$ cat src/rtl/spike_rate_encoder.sv
// spike_rate_encoder: first-order sigma-delta rate coder, NUM_CH intensities to 1-bit spike trains
// ports: clk, rst_n (async, active-low); in_valid/in_ready/in_data load one vector per window;
// step_en advances one timestep in RUN; abort cancels the window; spike_out/spike_valid carry
// the registered per-step result; step_count, busy and done report window progress
module spike_rate_encoder #(
  parameter int NUM_CH  = 8,
  parameter int VAL_W   = 8,
  parameter int WIN_LEN = 16,
  parameter int WIN_W   = 8
) (
  input  logic                    clk,
  input  logic                    rst_n,
  input  logic                    in_valid,
  output logic                    in_ready,
  input  logic [NUM_CH*VAL_W-1:0] in_data,
  input  logic                    step_en,
  input  logic                    abort,
  output logic [NUM_CH-1:0]       spike_out,
  output logic                    spike_valid,
  output logic [WIN_W-1:0]        step_count,
  output logic                    busy,
  output logic                    done
);
  typedef enum logic [1:0] {IDLE, RUN, DONE} state_t;
  state_t state_q, state_d;
  logic [NUM_CH-1:0][VAL_W-1:0] val_q, acc_q, acc_d;
  logic [NUM_CH-1:0] carry;
  logic accept, step, last;
  assign in_ready = state_q == IDLE;
  assign busy = state_q == RUN;
  assign done = state_q == DONE;
  // the accumulator carry-out is the spike; the wrapped sum is the residue kept for the next step
  always_comb begin
    accept = in_valid && in_ready && !abort;
    step = busy && step_en && !abort;
    last = step && step_count == WIN_W'(WIN_LEN - 1);
    state_d = abort ? IDLE : accept ? RUN : last ? DONE : done ? IDLE : state_q;
    for (int c = 0; c < NUM_CH; c++)
      {carry[c], acc_d[c]} = {1'b0, acc_q[c]} + {1'b0, val_q[c]};
  end
  always_ff @(posedge clk or negedge rst_n) begin
    if (!rst_n) begin
      state_q <= IDLE;
      val_q <= '0;
      acc_q <= '0;
      spike_out <= '0;
      spike_valid <= 1'b0;
      step_count <= '0;
    end else begin
      state_q <= state_d;
      spike_out <= '0;
      spike_valid <= 1'b0;
      if (abort) begin
        acc_q <= '0;
        step_count <= '0;
      end else if (accept) begin
        val_q <= in_data;
        acc_q <= '0;
        step_count <= '0;
      end else if (step) begin
        acc_q <= acc_d;
        spike_out <= carry;
        spike_valid <= 1'b1;
        step_count <= step_count + WIN_W'(1);
      end
    end
  end
endmodule

$ cat config.mk
export PLATFORM = sky130hd
export DESIGN_NAME = spike_rate_encoder
export DESIGN_NICKNAME = d
export VERILOG_FILES = /design/src/rtl/spike_rate_encoder.sv
export SDC_FILE = /design/constraint.sdc
export NUM_CORES = 1
export LEC_CHECK = 0
export CORE_MARGIN = 2
export CORE_UTILIZATION = 52
export DETAILED_ROUTE_END_ITERATION = 7
export PLACE_DENSITY_LB_ADDON = 0.08
export REMOVE_ABC_BUFFERS = 1
export SYNTH_ARGS = -nofsm -noshare
export SYNTH_HDL_FRONTEND = slang
export SYNTH_SLANG_ARGS = --single-unit
$ cat constraint.sdc
create_clock -name clk -period 2 [get_ports clk]
set_input_delay 0.3 -clock clk [delete_from_list [all_inputs] [get_ports clk]]
set_output_delay 0.3 -clock clk [all_outputs]
set_load 0.005 [all_outputs]
==> results.sh <==
export IMPL_antenna_found_initial=0
export IMPL_synth_seq_cells=147
export IMPL_cts_tree="done"
export IMPL_num_rows=45
export IMPL_crit_arrival_ns=2.24
export IMPL_fin_skew_ns=0.00732
export IMPL_power_switching_w=0.00256
export IMPL_drt_iter0_markers=320
export IMPL_yosys_warnings=0
export IMPL_start_kind="flip-flop"
export IMPL_hp_class="primary input to async pin"
export IMPL_use_met3=0.0541
export IMPL_fmax_mhz=515
export IMPL_grt_start_max_net_pins=49
export IMPL_end_kind="flip-flop"
export IMPL_cts_reportedPaths_clkPinSlew_ns=0.06
export IMPL_num_nets_final=968
export IMPL_peakVddDrop_mv=0.763
export IMPL_drive_gt1_frac=0.168
export IMPL_maxCapViolCount=0
export IMPL_finalCritPeriodShare=0.972
export IMPL_n_antenna_cell=0
export IMPL_yosysTopAreaCellShare=0.455
export IMPL_yosysTopAreaCell="dfrtp_1"
export IMPL_power_share_combinational=0.221
export IMPL_reg2reg_from="val_q[16]$_DFFE_PN0P_"
export IMPL_top_usage_layer="met2"
export IMPL_grt_use_met1=0.292
export IMPL_grt_setup_unrepaired="yes"
export IMPL_holdWs_ns=0.397
export IMPL_reg2reg_depth=6
export IMPL_io_pin_count=89
export IMPL_gp_congestion=0.877
export IMPL_avgViaCountPerCell=5.90
export IMPL_seq_area_frac_synth=0.455
export IMPL_critPathKind="flip-flop to flip-flop"
export IMPL_die_area_mm2=0.0166
export IMPL_netlist_instances=736
export IMPL_antenna_left=0
export IMPL_internal_power_w=0.00690
export IMPL_grt_ovfl_total=0
export IMPL_p_per_area_mw_per_mm2=943
export IMPL_die_y_um=129
export IMPL_slew_viol_final=0
export IMPL_synthFlopType="dfrtp_1"
export IMPL_synthTopCellsByArea="dfrtp_1 45%, ha_1 10%, mux2_2 9.1%, a21oi_1 3.8%, nand2_1 3.7%"
export IMPL_clockPowerShare=0.396
export IMPL_crit_start="val_q[16]$_DFFE_PN0P_"
export IMPL_post_route_min_period_ns=1.94
export IMPL_wl_per_cell_um=17.5
export IMPL_grt_pass1_vias=6250
export IMPL_cts_sinks=147
export IMPL_cts_inserted_buffers=17
export IMPL_root_buffer="clkbuf_16"
export IMPL_core_area_mm2=0.0152
export IMPL_place_hpwl_um=12200
export IMPL_rr_endpoint="acc_q[22]$_DFFE_PN0P_"
export IMPL_ys_async_sr_fraction=1.00
export IMPL_area_growth_pct=24.0
export IMPL_slew_headroom=0.668
export IMPL_initial_core_util=0.532
export IMPL_power_total_w=0.00946
export IMPL_setup_viol=0
export IMPL_grt_pass1_wl_um=30400
export IMPL_synth_edf_count=0
export IMPL_swShare=0.271
export IMPL_vias=6064
export IMPL_drc_errors=0
export IMPL_p_seq_frac=0.383
export IMPL_portBuffers=88
export IMPL_fp_dieW_um=129
export IMPL_drt_first_pass_iters=4
export IMPL_grtUsageTotal=0.232
export IMPL_syn_area_mm2=0.00809
export IMPL_wl_um=18000
export IMPL_reg2reg_slack_ns=0.06
export IMPL_p_leak_nw=4.40
export IMPL_cp_max_fo=2
export IMPL_grt_util_met2=0.401
export IMPL_syn_mean_instance_area_um2=11.0
export IMPL_clkLatencyLatePin_ns=0.42
export IMPL_synthDistinctLibCells=43
export IMPL_required_ns=2.30
export IMPL_htree_levels=4
export IMPL_clockBufferDepth=2
export IMPL_status="completed"
export IMPL_tightestPinTransition_ns=0.499
export IMPL_finalHoldViolations=0
registers in the layout, indices dropped and copies added (netlist names):
| register | count |
|---|---|
| val_q | 64 |
| acc_q | 64 |
| state_q | 2 |
| step_count | 8 |
| spike_out | 8 |
| spike_valid | 1 |
cells in the mapped netlist, types with 9 or more instances:
cell type  number
a211oi_1       10
a21boi_0       13
a21o_1         15
a21oi_1        61
and3_1         10
buf_2          15
clkbuf_1       15
dfrtp_1       147
ha_1           65
mux2_2         65
nand2_1        79
nand3_1        26
nand4_1        10
nor2_1         18
nor2b_1        15
o211ai_1       15
o21ai_0        16
o31ai_1        15
or4_1           9
xnor2_1        12
xor2_1         11
worst max-delay path, stage by stage, from the launching register on:
cell,delay (ns)
dfrtp_1,0.38
ha_1,0.23
fa_2,0.36
a21o_1,0.19
a221o_1,0.34
xnor2_1,0.15
a22o_1,0.19
placed cells by master, fill, tap and decap left out, types with 8 or more instances in the layout:
| cell | count |
|---|---|
| a211oi_1 | 10 |
| a21boi_0 | 13 |
| a21o_1 | 15 |
| a21oi_1 | 54 |
| a21oi_2 | 8 |
| a22o_1 | 8 |
| a31oi_1 | 8 |
| a32o_1 | 8 |
| and3_1 | 10 |
| buf_12 | 8 |
| buf_4 | 10 |
| clkbuf_16 | 17 |
| clkdlybuf4s50_1 | 87 |
| dfrtp_1 | 147 |
| ha_1 | 61 |
| mux2_2 | 65 |
| nand2_1 | 79 |
| nand3_1 | 26 |
| nand4_1 | 10 |
| nor2_1 | 18 |
| nor2b_1 | 15 |
| o211ai_1 | 15 |
| o21ai_0 | 16 |
| o31ai_1 | 15 |
| or3_1 | 8 |
| or4_1 | 9 |
| xnor2_1 | 12 |
| xor2_1 | 11 |
per-stage QoR:
stage | TNS, ns | util | area, um^2 | setup slack (ns) | cells
floorplan | -30.53 | - | 7910 | -0.796 | 700
global placement | 0 | 0.610 | 9270 | 0.0723 | 994
detailed placement | -0.00329 | 0.610 | 9270 | -0.00329 | 994
CTS | 0 | 0.656 | 9980 | 0.00206 | 1027
global route | -0.0185 | 0.660 | 10000 | -0.0111 | 1027
finish | 0 | 0.660 | 10000 | 0.0569 | 1027
worst max-delay path by stage:
stage and end:
6_report acc_q[22]$_DFFE_PN0P_, 5_1_grt acc_q[63]$_DFFE_PN0P_, 4_1_cts acc_q[46]$_DFFE_PN0P_, 3_5_place_dp acc_q[30]$_DFFE_PN0P_
3_3_place_gp acc_q[30]$_DFFE_PN0P_, 2_1_floorplan step_count[7]$_DFFE_PN0P_
repair_timing:
action,in CTS,in global routing
cloned,0,0
buffers inserted,0,0
resized for setup,1,17
hold buffers,1,0
setup endpoints to repair,1,19
hold endpoints to repair,44,0
power groups by stage:
stage / clock [W] / combinational, W / sequential, W
floorplan: 0 / 0.00146 / 0.00357
global placement: 0 / 0.00196 / 0.00365
detailed placement: 0 / 0.00205 / 0.00366
CTS: 0.00380 / 0.00208 / 0.00362
global route: 0.00394 / 0.00234 / 0.00367
finish: 0.00374 / 0.00209 / 0.00362
logic make-up after synthesis:
logic type                 after synthesis  share of synthesized area
muxes                                   72                     0.0992
DFF                                    147                      0.455
xor gates and xnor gates                23                     0.0249
AOI/OAI and AO/OA                      182                      0.151
and+or+nand+nor                        199                      0.126
adders and majority gates               73                      0.120
buffers and inverters                   40                     0.0237
routing by layer:
metal  routed length (um)  vias up
met5                    0        -
met4                  278        0
met3                  690       23
met2                 8970      130
met1                 8030     3007
li1                     -     2904
layout make-up:
class | count | area [um^2]
clock inverters | 14 | 258
clock buffers | 18 | 439
well taps | 188 | 235
multi-input cells | 549 | 4270
inverters | 4 | 15.0
repair buffers | 107 | 1130
fillers | 1153 | 5170
flip-flops and latches | 147 | 3680
(Power assumes the default switching activity.)
